$ cat config.mk
export PLATFORM = sky130hd
export DESIGN_NAME = mem_wb_stage
export DESIGN_NICKNAME = d
export VERILOG_FILES = /design/src/rtl/mem_wb_stage.sv
export SDC_FILE = /design/constraint.sdc
export NUM_CORES = 1
export LEC_CHECK = 0
export BUFFER_PORTS_ARGS = -buffer_cell sky130_fd_sc_hd__buf_2
export CORE_ASPECT_RATIO = 0.8
export CORE_MARGIN = 4
export CORE_UTILIZATION = 52
export DETAILED_ROUTE_END_ITERATION = 8
export GPL_ROUTABILITY_DRIVEN = 1
export MAX_ROUTING_LAYER = met4
export PLACE_DENSITY_LB_ADDON = 0.08
export SLEW_MARGIN = 30
export SYNTH_ARGS = -nofsm -noshare
export SYNTH_HDL_FRONTEND = slang
export SYNTH_SLANG_ARGS = --single-unit
$ cat constraint.sdc
create_clock -name clk -period 4.2 [get_ports clk]
set_input_delay 0.42 -clock clk [delete_from_list [all_inputs] [get_ports clk]]
set_output_delay 0.42 -clock clk [all_outputs]
set_load 0.03 [all_outputs]
$ cat src/rtl/mem_wb_stage.sv
`default_nettype none
// ============================================================================
// Module   : mem_wb_stage
// Purpose  : MEM/WB pipeline register and write-back datapath. Captures the
//            MEM-stage result, extracts and extends load bytes/halfwords,
//            drives the register-file write port and keeps a
//            retired-instruction counter.
// Ports    : clk, rst (async, active-high)
//            stall / flush           - hold / bubble control
//            *_mem                   - MEM-stage instruction fields
//            valid_wb, RegWrite_wb   - WB instruction valid / write enable
//            RegWriteAddr_wb/Data_wb - register-file write address / data
//            RetireCount             - retired-instruction counter
// Revision : 1.0 - initial release
// ============================================================================
module mem_wb_stage #(
  parameter int CNT_WIDTH = 32
) (
  input  logic                 clk,
  input  logic                 rst,
  input  logic                 stall,
  input  logic                 flush,
  input  logic                 valid_mem,
  input  logic                 RegWrite_mem,
  input  logic                 MemToReg_mem,
  input  logic [2:0]           LoadType_mem,
  input  logic [4:0]           RegWriteAddr_mem,
  input  logic [31:0]          AluResult_mem,
  input  logic [31:0]          MemReadData_mem,
  output logic                 valid_wb,
  output logic                 RegWrite_wb,
  output logic [4:0]           RegWriteAddr_wb,
  output logic [31:0]          RegWriteData_wb,
  output logic [CNT_WIDTH-1:0] RetireCount
);

  localparam logic [2:0] C_LT_LB  = 3'b001;
  localparam logic [2:0] C_LT_LBU = 3'b010;
  localparam logic [2:0] C_LT_LH  = 3'b011;
  localparam logic [2:0] C_LT_LHU = 3'b100;

  logic                 r_valid;
  logic                 r_regwrite;
  logic                 r_memtoreg;
  logic [2:0]           r_loadtype;
  logic [4:0]           r_addr;
  logic [31:0]          r_alu;
  logic [31:0]          r_rdata;
  logic [CNT_WIDTH-1:0] r_retire;

  logic [7:0]           w_byte;
  logic [15:0]          w_half;
  logic [31:0]          w_load;
  logic [31:0]          w_data;

  always_ff @(posedge clk or posedge rst) begin
    if (rst) begin
      r_valid    <= 1'b0;
      r_regwrite <= 1'b0;
      r_memtoreg <= 1'b0;
      r_loadtype <= 3'b000;
      r_addr     <= 5'd0;
      r_alu      <= 32'd0;
      r_rdata    <= 32'd0;
      r_retire   <= '0;
    end else begin
      // Flush beats stall; the remaining fields are irrelevant in a bubble,
      // so they simply hold.
      if (flush) begin
        r_valid    <= 1'b0;
        r_regwrite <= 1'b0;
      end else if (!stall) begin
        r_valid    <= valid_mem;
        r_regwrite <= RegWrite_mem;
        r_memtoreg <= MemToReg_mem;
        r_loadtype <= LoadType_mem;
        r_addr     <= RegWriteAddr_mem;
        r_alu      <= AluResult_mem;
        r_rdata    <= MemReadData_mem;
      end
      // The outgoing instruction retires even when a flush replaces it.
      if (r_valid && !stall) begin
        r_retire <= r_retire + CNT_WIDTH'(1);
      end
    end
  end

  // Little-endian lane selection; AluResult[0] is ignored for halfwords.
  always_comb begin
    w_byte = 8'd0;
    case (r_alu[1:0])
      2'd0:    w_byte = r_rdata[7:0];
      2'd1:    w_byte = r_rdata[15:8];
      2'd2:    w_byte = r_rdata[23:16];
      default: w_byte = r_rdata[31:24];
    endcase
    w_half = r_alu[1] ? r_rdata[31:16] : r_rdata[15:0];
  end

  always_comb begin
    w_load = r_rdata;
    case (r_loadtype)
      C_LT_LB:  w_load = {{24{w_byte[7]}}, w_byte};
      C_LT_LBU: w_load = {24'd0, w_byte};
      C_LT_LH:  w_load = {{16{w_half[15]}}, w_half};
      C_LT_LHU: w_load = {16'd0, w_half};
      default:  w_load = r_rdata;
    endcase
  end

  always_comb begin
    w_data = 32'd0;
    if (r_valid) begin
      w_data = r_memtoreg ? w_load : r_alu;
    end
  end

  assign valid_wb        = r_valid;
  assign RegWrite_wb     = r_valid & r_regwrite & (r_addr != 5'd0);
  assign RegWriteAddr_wb = r_addr;
  assign RegWriteData_wb = w_data;
  assign RetireCount     = r_retire;

endmodule
`default_nettype wire

### Word level (Yosys, flattened, before mapping)

Cells that the tools add are included.

| storage, ports and cells | value |
|---|---|
| bits in latches | 0 |
| flip-flop bits (word level) | 107 |
| bits in writable memories | 0 |
| ROM bits | 0 |
| memories kept | 0 |
| output and inout bits | 71 |

| cells by class | value |
|---|---|
| muxes and demuxes | 9 |
| bitwise operators | 4 |
| div/mod/pow operators | 0 |
| add/sub/neg operators | 1 |
| equality and inequality tests | 7 |
| multiply operators | 0 |
| reductions and logical operators | 5 |
| shifts and indexed selects | 0 |
| $lt $le $gt $ge | 0 |

Operators with widths:

| cell | count |
|---|---|
| $pmux W32 S4 | 1 |
| $mux W32 | 2 |
| $add A32 B1 Y32 const B | 1 |
| $pmux W8 S3 | 1 |
| $mux W16 | 1 |
| $eq A3 B2 Y1 const B | 2 |
| $reduce_bool A5 Y1 | 1 |
| $mux W1 | 4 |
| $eq A3 B1 Y1 const B | 1 |
| $eq A3 B3 Y1 const B | 1 |
| $and A1 B1 Y1 | 2 |
| $eq A2 B1 Y1 const B | 1 |
| $eq A2 B2 Y1 const B | 1 |
| $logic_not A2 Y1 | 1 |
| $ne A2 B1 Y1 const B | 1 |
| $not A1 Y1 | 2 |
| $reduce_and A2 Y1 | 1 |
| $logic_and A1 B1 Y1 | 1 |
| $logic_not A1 Y1 | 1 |

### Depth between registers and ports, before layout

Gate-level depths: netlist of the first run.

| logic depth | value |
|---|---|
| word-level depth | 5 |
| depth in mapped cells | 6 |
| depth with buffers taken out | 5 |

### Worst setup path after synthesis of the first run

No wires, ideal clock.

| timing | value |
|---|---|
| path type | reg-to-output |
| start point | register r_valid, in the netlist valid_wb |
| end point | output RegWriteData_wb[21] |
| data required time | 3,780 ps |
| arrival time | 2,034 ps |
| cell stages (with the launch flop) | 6 |
| slack | 1,746 ps |
| path through | dfrtp_1 and2_1 clkbuf_1 o2111ai_1 clkbuf_2 o21ai_0 |

| on the way | value |
|---|---|
| longest elaborated chain between the ends | 1 |

Ends and longest elaborated chain:

| what | line | RTL |
|---|---|---|
| start, declared | 42 | `logic r_valid;` |
| start signal, assigned | 73 | `r_valid <= valid_mem;` |
| $mux W32 | 113 | `if (r_valid) begin` |
| end, declared | 33 | `output logic [31:0] RegWriteData_wb,` |

Every way passes these cells.

### Worst setup path after layout of the first run

| timing | value |
|---|---|
| start point | register r_alu[1] |
| end point | output RegWriteData_wb[4] |

| on the way | value |
|---|---|
| longest elaborated chain between the ends | 5 |
| elaborated cells on any way between the ends | 8 |

Ends and longest elaborated chain:

| what | line | RTL |
|---|---|---|
| start, declared | 47 | `logic [31:0] r_alu;` |
| start signal, assigned | 78 | `r_alu <= AluResult_mem;` |
| $eq A2 B2 Y1 (tied with other cells) | 91 | `case (r_alu[1:0])` |
| $pmux W8 S3 | 91 |  |
| $pmux W32 S4 * | 102 | `case (r_loadtype)` |
| $mux W32 * | 114 | `w_data = r_memtoreg ? w_load : r_alu;` |
| $mux W32 * | 113 |  |

Mark *: on every way between the ends. The rest lies on a longest branch, timed or not.

==> results of run 1 <==
[final timing paths]
path                                      end  slack (ps)  cells after the start
setup / recovery           RegWriteData_wb[4]        1130                      5
hold / removal                       r_alu[3]         190                      2
setup reg to reg              RetireCount[31]        2040                      4
hold reg to reg               RetireCount[17]         480                      1
max in group asynchronous           r_alu[17]        3110                      3
min in group clk                   r_regwrite         280                      2
[cell type report]
cell class	instances	area share
Sequential cell	107	0.4185
Clock buffer	11	0.03794
Clock inverter	4	0.004302
Timing Repair Buffer	152	0.1220
Inverter	5	0.003715
Antenna cell	3	0.001173
Tap cell	136	0.02659
Multi-Input combinational cell	307	0.3858
[logic make-up after synthesis]
group,Yosys count,share of synthesized area
AND/OR/NAND/NOR,108,0.1116
XOR/XNOR,33,0.05509
adder cells (fa/ha/maj),1,0.002385
multiplexers,90,0.2094
flip-flops,107,0.5104
buffers and inverters,29,0.02456
AO/OA/AOI/OAI,75,0.08657
[through the flow]
stage	instances	utilization	hold slack, ps	total power, mW	cell area (um2)
global placement	707	0.6277	456.6	1.903	6107
detailed placement	707	0.6289	480.1	1.922	6118
finish	725	0.6577	193.2	2.688	6399
global route	725	0.6577	265.0	2.821	6399
CTS	722	0.6566	275.8	2.700	6389
floorplan	443	-	475.2	1.721	5246
[layout by cell type, fill, tap and decap left out, drive strengths merged, types with 2 or more instances in the layout]
master    instances
dfrtp           107
mux2i             4
nand2            36
mux2             78
and2              5
clkinvlp          3
nor2             24
and3              5
xor2              6
and4              5
nor2b             2
clkbuf           11
nand3b            2
nand4            10
a222oi            7
a221oi            2
inv               5
nand3            11
buf             152
a22oi             2
o21ai            43
mux4              8
xnor2            27
a21oi            15
nor4              2
diode             3
[Yosys cell counts, types with 2 or more instances]
master    instances  share of area
a21oi_1          15          0.014
a222oi_1          7          0.013
a22oi_1           2         0.0029
and2_1            5         0.0060
and3_1            4         0.0048
and4_1            5         0.0083
buf_1             2         0.0014
buf_2             9         0.0086
clkbuf_1         11         0.0079
dfrtp_1         107           0.51
inv_1             5         0.0036
mux2_2           78           0.17
mux2i_1           4         0.0076
mux4_2            8          0.034
nand2_1          36          0.026
nand3_1          11          0.010
nand3b_1          2         0.0029
nand4_1           8         0.0095
nor2_1           24          0.017
nor2b_1           2         0.0024
nor4_4            2         0.0081
o21ai_0          42          0.040
xnor2_1          27          0.045
xor2_1            6          0.010
[metal layers]
layer  share of wire  up-vias
li1                -     1888
met2            0.45      163
met3           0.087       10
met1            0.45     2011
met5               0        -
met4          0.0097        0
[registers in the layout (all words and copies together), names as in the netlist]
name	flops
RegWriteAddr_wb	5
r_regwrite	1
r_rdata	32
valid_wb	1
RetireCount	32
r_loadtype	3
r_alu	32
r_memtoreg	1
[worst max-delay path, delay by kind of cell, from the launching register on]
| family | cells | cell delay [ps] |
|---|---|---|
| AOI/OAI and AO/OA | 3 | 1090 |
| buffers and inverters | 1 | 220 |
| DFF | 1 | 690 |
| and+or+nand+nor | 1 | 300 |
[where the power goes]
| group | leakage, nW | total (mW) | switching (mW) | internal (mW) |
|---|---|---|---|---|
| sequential | 1.33 | 1.30 | 0.152 | 1.15 |
| clock | 0.124 | 0.784 | 0.369 | 0.415 |
| combinational | 1.57 | 0.602 | 0.324 | 0.278 |
==> metrics.yaml, run 1 <==
status: "completed"
post-route-min-period_ps: 3071
cts_tree: "done"
ys_warn_count: 0
peakVddDrop_uv: 242.9
setup_viol: 0
fmax_mhz: 325.7
drt_wl_total_mm: 13.23
ioPinCount: 150
syn_inst: 443
grt_overflow: 0
clk_latency_ps: 340
vias: 4072
grt_start_max_net_pins: 77
period_share: 0.7311
synthFlopType: "dfrtp_1"
place.gp.congestion: 0.9287
async_reset_ff_frac: 1.000
finalHoldViolations: 0
netlist_area_um2: 5246
max_cap_viol_count: 0
crit_chain: "and2_1 -> a221oi_2 -> a222oi_1 -> a21oi_1 -> buf_2"
antenna_found_initial: 3
rows: 32
cts_resized: 0
grt_pass1_vias: 4207
clockBufferDepth: 2
fillers: 789
postCtsHoldBufs: 0
drt_iter0_markers: 350
relSlewSlack: 0.3865
grt_use_met2: 0.3528
power.density_nw_per_um2: 420.1
synth_seq_cells: 107
dieArea_um2: 11770
fp.dieW_um: 120.3
gr-usage-met3: 0.06775
worstMarginPinSlew_ps: 916.1
clkTransAtPathRegs_ps: 70
grt_pass1_wl_mm: 21.52
rsz0062_at_grt: "false"
crit_arrival_ps: 2650
crit_path_end_kind: "output pin"
worstPathRequired_ps: 3780
met1_usage: 0.3298
drive_gt1_frac: 0.4505
dp_slack_ps: 1546
p_leak_nw: 3.015
cts_root_buffer: "clkbuf_16"
crit_type: "register to output pin"
h-tree-depth: 3
regArea_um2: 2678
cp_slowest_cell: "dfrtp_1"
top_usage_layer: "met2"
synth_cell_types: 45
critPathMaxFanout: 23
drt_first_pass_iters: 8
multiInputGateArea_um2: 2469
hpwl_mm: 9.505
synth_edf_count: 0
initial_utilization: 0.5392
fin_tns_setup_ps: 0
cts_sinks: 107
place.port_buffers: 149
slowest_delay_ps: 690
ant_nets: 0
nNetsFinal: 662
critPathLaunch: "r_alu[1]"
r2r_start: "valid_wb"
grtUsageTotal: 0.2383
numCtsBuffers: 9
fin_skew_ps: 6.932
setup_slack_ps: 1129
ys_seq_area_frac: 0.5104
avgSynthCellArea_um2: 11.84
cp-start-kind: "register"
slew_viol_final: 0
drc: 0
synthToLayoutAreaGrowth_pct: 21.97
die_h_um: 97.84
post_cts_buffers: 0
routedWlPerCell_um: 18.25
syn_nets: 523
drt-vias-per-instance: 5.617
hold_path.class: "input pin to async pin"
fp.coreArea_um2: 9729
(Power assumes the default switching activity.)
==> run 2: changes to the inputs <==
Clock period 4.2 ns to 3 ns, I/O delays scaled along.
==> run 2 against run 1 <==
Effect of this change:
- global-route usage up 0.17 points
- die area unchanged
- via count up 0.12%
- combinational power up 48%
- power up 45%
- non-clock buffer count up 8
- clock power up 54%
- critical endpoint is now RegWriteData_wb[5]
- highest routed layer unchanged
==> metrics.yaml, run 2 (synthesis results as in run 1) <==
status: "completed"
hold_path.class: "input pin to register"
clockBufferDepth: 2
fp.coreArea_um2: 9729
finalHoldViolations: 0
worstMarginPinSlew_ps: 751.6
setup_viol: 0
final_common_cell: "buf_2"
slowest_delay_ps: 690
period_share: 0.9389
crit_arrival_ps: 2520
p_leak_nw: 3.081
fin_skew_ps: 5.040
post-route-min-period_ps: 2817
setup_slack_ps: 183.4
worstPathRequired_ps: 2700
fp.dieW_um: 120.3
drc: 0
max_cap_viol_count: 0
grtUsageTotal: 0.2400
dieArea_um2: 11770
power.density_nw_per_um2: 597.4
hpwl_mm: 9.778
initial_utilization: 0.5392
fillers: 798
vias: 4077
final_util: 0.6694
nNetsFinal: 670
grt_pass1_wl_mm: 21.73
place.gp.congestion: 0.8987
regArea_um2: 2678
peakVddDrop_uv: 338.9
place.port_buffers: 149
clk_latency_ps: 340
cp-start-kind: "register"
cts_root_buffer: "clkbuf_16"
antenna_found_initial: 1
crit_path_end_kind: "output pin"
fin_tns_setup_ps: 0
die_h_um: 97.84
routedWlPerCell_um: 18.15
mostFrequentLayoutCells: "buf_2 (149), dfrtp_1 (107), mux2_2 (78), o21ai_0 (42), nand2_1 (36)"
h-tree-depth: 3
grt_overflow: 0
crit_chain: "inv_1 -> a221oi_2 -> a222oi_1 -> a21oi_1 -> buf_2"
critPathMaxFanout: 9
rsz0062_at_grt: "false"
numCtsBuffers: 9
rows: 32
synthToLayoutAreaGrowth_pct: 24.14
cts_tree: "done"
drt_first_pass_iters: 5
relSlewSlack: 0.4989
multiInputGateArea_um2: 2469
slew_viol_final: 0
drt_iter0_markers: 351
fmax_mhz: 355.0
cts_sinks: 107
dp_slack_ps: 624.1
drt_wl_total_mm: 13.27
drt-vias-per-instance: 5.577
crit_type: "register to output pin"
post_cts_buffers: 0
ant_nets: 0
ioPinCount: 150
drive_gt1_frac: 0.4562
clkTransAtPathRegs_ps: 70
grt_start_max_net_pins: 72
grt_pass1_vias: 4226
cp_slowest_cell: "a221oi_2"
==> run 2: changes by cell type in the layout (fill, tap and decap cells not counted) <==
cell,before,now
buf_12,1,3
buf_4,2,7
bufinv_16,0,1
clkbuf_8,1,2
clkinv_2,1,0
clkinvlp_4,3,2
diode_2,3,1
dlygate4sd3_1,0,1
==> run 2: path summary, 6_finish.rpt <==
kind / endpoint / slack [ps] / depth (start not counted) / from
worst max-delay path: RegWriteData_wb[5] / 180 / 5 / r_loadtype[2]
worst min-delay path: valid_wb / 160 / 2 / flush
worst max register to register: RetireCount[28] / 1090 / 5 / RetireCount[0]
worst min register to register: RetireCount[31] / 470 / 1 / RetireCount[31]
max in group asynchronous: r_alu[30] / 1730 / 5 / rst
min in group asynchronous: RetireCount[0] / 470 / 3 / rst
==> run 2: layout make-up <==
type                       instances  area share
antenna                            1   0.0003842
clock inverter                     3    0.007109
timing repair buffer             160      0.1333
inverter                           5    0.003458
clock buffer                      12     0.03939
sequential                       107      0.4111
tap                              136     0.02613
multi-input combinational        307      0.3791
==> run 2: report_power, final <==
part           internal (mW)  total [mW]  leakage (nW)  switching [mW]
clock                  0.692        1.21         0.145           0.517
combinational          0.402       0.888          1.61           0.486
sequential              1.61        1.79          1.33           0.181
==> run 2: metal layers <==
metal | global-route usage | routed length, um | up-vias
met3 | 0.06775 | 1161 | 17
li1 | - | - | 1892
met1 | 0.3326 | 5969 | 2003
met4 | 0.06620 | 189 | 0
met2 | 0.3493 | 5947 | 165
met5 | - | 0 | -
==> run 2: critical path: cells and delay by family, from the launching register on <==
kind	cells	cell delay (ps)
buffers and inverters	2	410
DFF	1	550
AOI/OAI and AO/OA	3	1210
==> run 2: stage by stage <==
stage / hold slack, ps / cell area (um2) / cells / total power, mW
2_1_floorplan: 366.4 / 5250 / 443 / 2.410
3_3_place_gp: 455.8 / 6166 / 713 / 2.670
3_5_place_dp: 469.1 / 6177 / 713 / 2.702
4_1_cts: 147.8 / 6480 / 728 / 3.919
5_1_grt: 156.8 / 6513 / 731 / 4.097
6_report: 160.4 / 6513 / 731 / 3.890
==> run 2: repair_timing <==
action                                 in CTS  in global routing
endpoints found under the hold margin       0                 10
resized for setup                           0                  0
hold buffers                                0                  1
==> run 3: changes to the inputs <==
Settings changed: PLACE_DENSITY_LB_ADDON 0.08 to 0.2.
==> run 3 against run 2 <==
Effect of this change:
- sequential share of layout area rose by 0.17 points
- non-clock buffer count fell by 3
- power rose by 1.3%
- combinational power fell by 0.6%
- worst hold slack got worse by 52 ps
- critical path depth did not move
- fmax rose by 2.1%
- first-iteration DRC count fell by 12%
- highest routed layer unchanged
- utilization fell by 0.27 points
- clock power rose by 3%
- count of clock-buffer cells in the layout fell by 3
==> metrics.yaml, run 3 (synthesis results as in run 1) <==
post_cts_buffers: 0
fp.coreArea_um2: 9729
setup_slack_ps: 241.5
place.port_buffers: 149
rsz0062_at_grt: "false"
h-tree-depth: 3
relSlewSlack: 0.4404
crit_buf_inv: 1
cts_tree: "done"
max_cap_viol_count: 0
grt_pass1_vias: 4141
rows: 32
fmax_mhz: 362.5
r2r_start: "RetireCount[0]"
final_util: 0.6667
period_share: 0.9195
cp_slowest_cell: "dfrtp_1"
crit_type: "register to output pin"
p_comb_frac: 0.224
fin_skew_ps: 2.384
worstMarginPinSlew_ps: 837.7
dr_wl_met2_mm: 6.370
drt_iter0_markers: 309
worstPathRequired_ps: 2700
netSwitchingFraction: 0.3050
mostFrequentLayoutCells: "buf_2 (149), dfrtp_1 (107), mux2_2 (78), o21ai_0 (42), nand2_1 (36)"
crit_chain: "mux4_2 -> o221a_2 -> a21oi_1 -> o21ai_0 -> buf_2"
routedWlPerCell_um: 18.73
cts_resized: 0
drive_gt1_frac: 0.4578
clkPwrFrac: 0.318
topRoutingLayerUsed: "met4"
initial_utilization: 0.5392
die_h_um: 97.84
ioPinCount: 150
dp_slack_ps: 629.8
crit_arrival_ps: 2460
numCtsBuffers: 9
status: "completed"
power.density_nw_per_um2: 607.8
grt_pass1_wl_mm: 21.91
met1_length_mm: 6.042
cts_root_buffer: "clkbuf_16"
grt_start_max_net_pins: 65
hpwl_mm: 10.05
critPathMaxFanout: 12
drt-vias-per-instance: 5.698
crit_path_end_kind: "output pin"
crit_family: "flip-flops"
worstRegToRegCells: 5
p_leak_nw: 3.072
grt_overflow: 0
postCtsHoldBufs: 0
cts_sinks: 107
nNetsFinal: 667
ant_nets: 0
hold-worst-slack_ps: 108.5
peakVddDrop_uv: 398.1
p_sw_mw: 1.202
drt_first_pass_iters: 5
grtUsageTotal: 0.2432
final_common_cell: "buf_2"
post-route-min-period_ps: 2758
slew_viol_final: 0
dieArea_um2: 11770
vias: 4148
regToRegEndpoint: "RetireCount[26]"
drc: 0
fp.dieW_um: 120.3
regToRegSetupSlack_ps: 1110
wl_met3_mm: 1.031
finalHoldViolations: 0
clk_latency_ps: 340
n_antenna_cell: 0
fin_tns_setup_ps: 0
clkTransAtPathRegs_ps: 70
slowest_delay_ps: 720
seq_power_share: 0.458
setup_viol: 0
antenna_found_initial: 0
cp-start-kind: "register"
synthToLayoutAreaGrowth_pct: 23.63
p_int_mw: 2.740
drt_wl_total_mm: 13.63
clockBufferDepth: 2
place.gp.congestion: 0.9343
hold_path.class: "input pin to async pin"
## run 3: cell types whose count changed in the layout (fill, tap and decap cells not counted)
cell | before | now
clkinv_2 | 0 | 3
clkbuf_8 | 2 | 0
buf_12 | 3 | 2
buf_4 | 7 | 6
bufinv_16 | 1 | 2
clkbuf_1 | 1 | 0
diode_2 | 1 | 0
dlygate4sd3_1 | 1 | 0
## run 3: routing by layer
metal  track usage  vias to the layer above
li1              -                     1893
met5             -                        -
met3       0.05906                       18
met4       0.05836                        0
met1        0.3379                     2065
met2        0.3649                      172
## run 3: worst reg2reg max path: stages, from the launching register on
cell and delay [ps]:
dfrtp_1 420, ha_1 190, nand3b_1 220, nor4_4 580
nand3_1 190, xnor2_1 180
## run 3: stage by stage
| stage | total power [mW] | cells | area (um2) |
|---|---|---|---|
| final | 3.942 | 728 | 6486 |
| after CTS | 3.969 | 728 | 6486 |
| after global routing | 4.139 | 728 | 6486 |
| after floorplan | 2.410 | 443 | 5250 |
| after detailed placement | 2.712 | 712 | 6170 |
| after global placement | 2.677 | 712 | 6158 |
## run 3: area by class of cell
| cell class | count | area, um2 |
|---|---|---|
| fill | 766 | 3243 |
| sequential | 107 | 2678 |
| multi-input combinational | 307 | 2469 |
| timing repair buffer | 157 | 830.8 |
| clock buffer | 9 | 225.2 |
| tap | 136 | 170.2 |
| clock inverter | 7 | 91.34 |
| inverter | 5 | 22.52 |
## run 3: how the worst max path moves through the flow
stage	cells past startpoint	to	startpoint
3_3_place_gp	5	RegWriteData_wb[11]	r_alu[0]
2_1_floorplan	5	RegWriteData_wb[21]	valid_wb
4_1_cts	5	RegWriteData_wb[12]	r_alu[0]
6_report	5	RegWriteData_wb[11]	r_alu[0]
5_1_grt	5	RegWriteData_wb[11]	r_alu[0]
3_5_place_dp	5	RegWriteData_wb[11]	r_alu[0]
## run 3: power by group through the flow
stage | Clock, mW | Combinational, mW | Sequential (mW)
floorplan | 0 | 0.589 | 1.82
global placement | 0 | 0.860 | 1.82
detailed placement | 0 | 0.884 | 1.83
CTS | 1.28 | 0.888 | 1.80
global route | 1.35 | 0.959 | 1.83
finish | 1.25 | 0.883 | 1.81
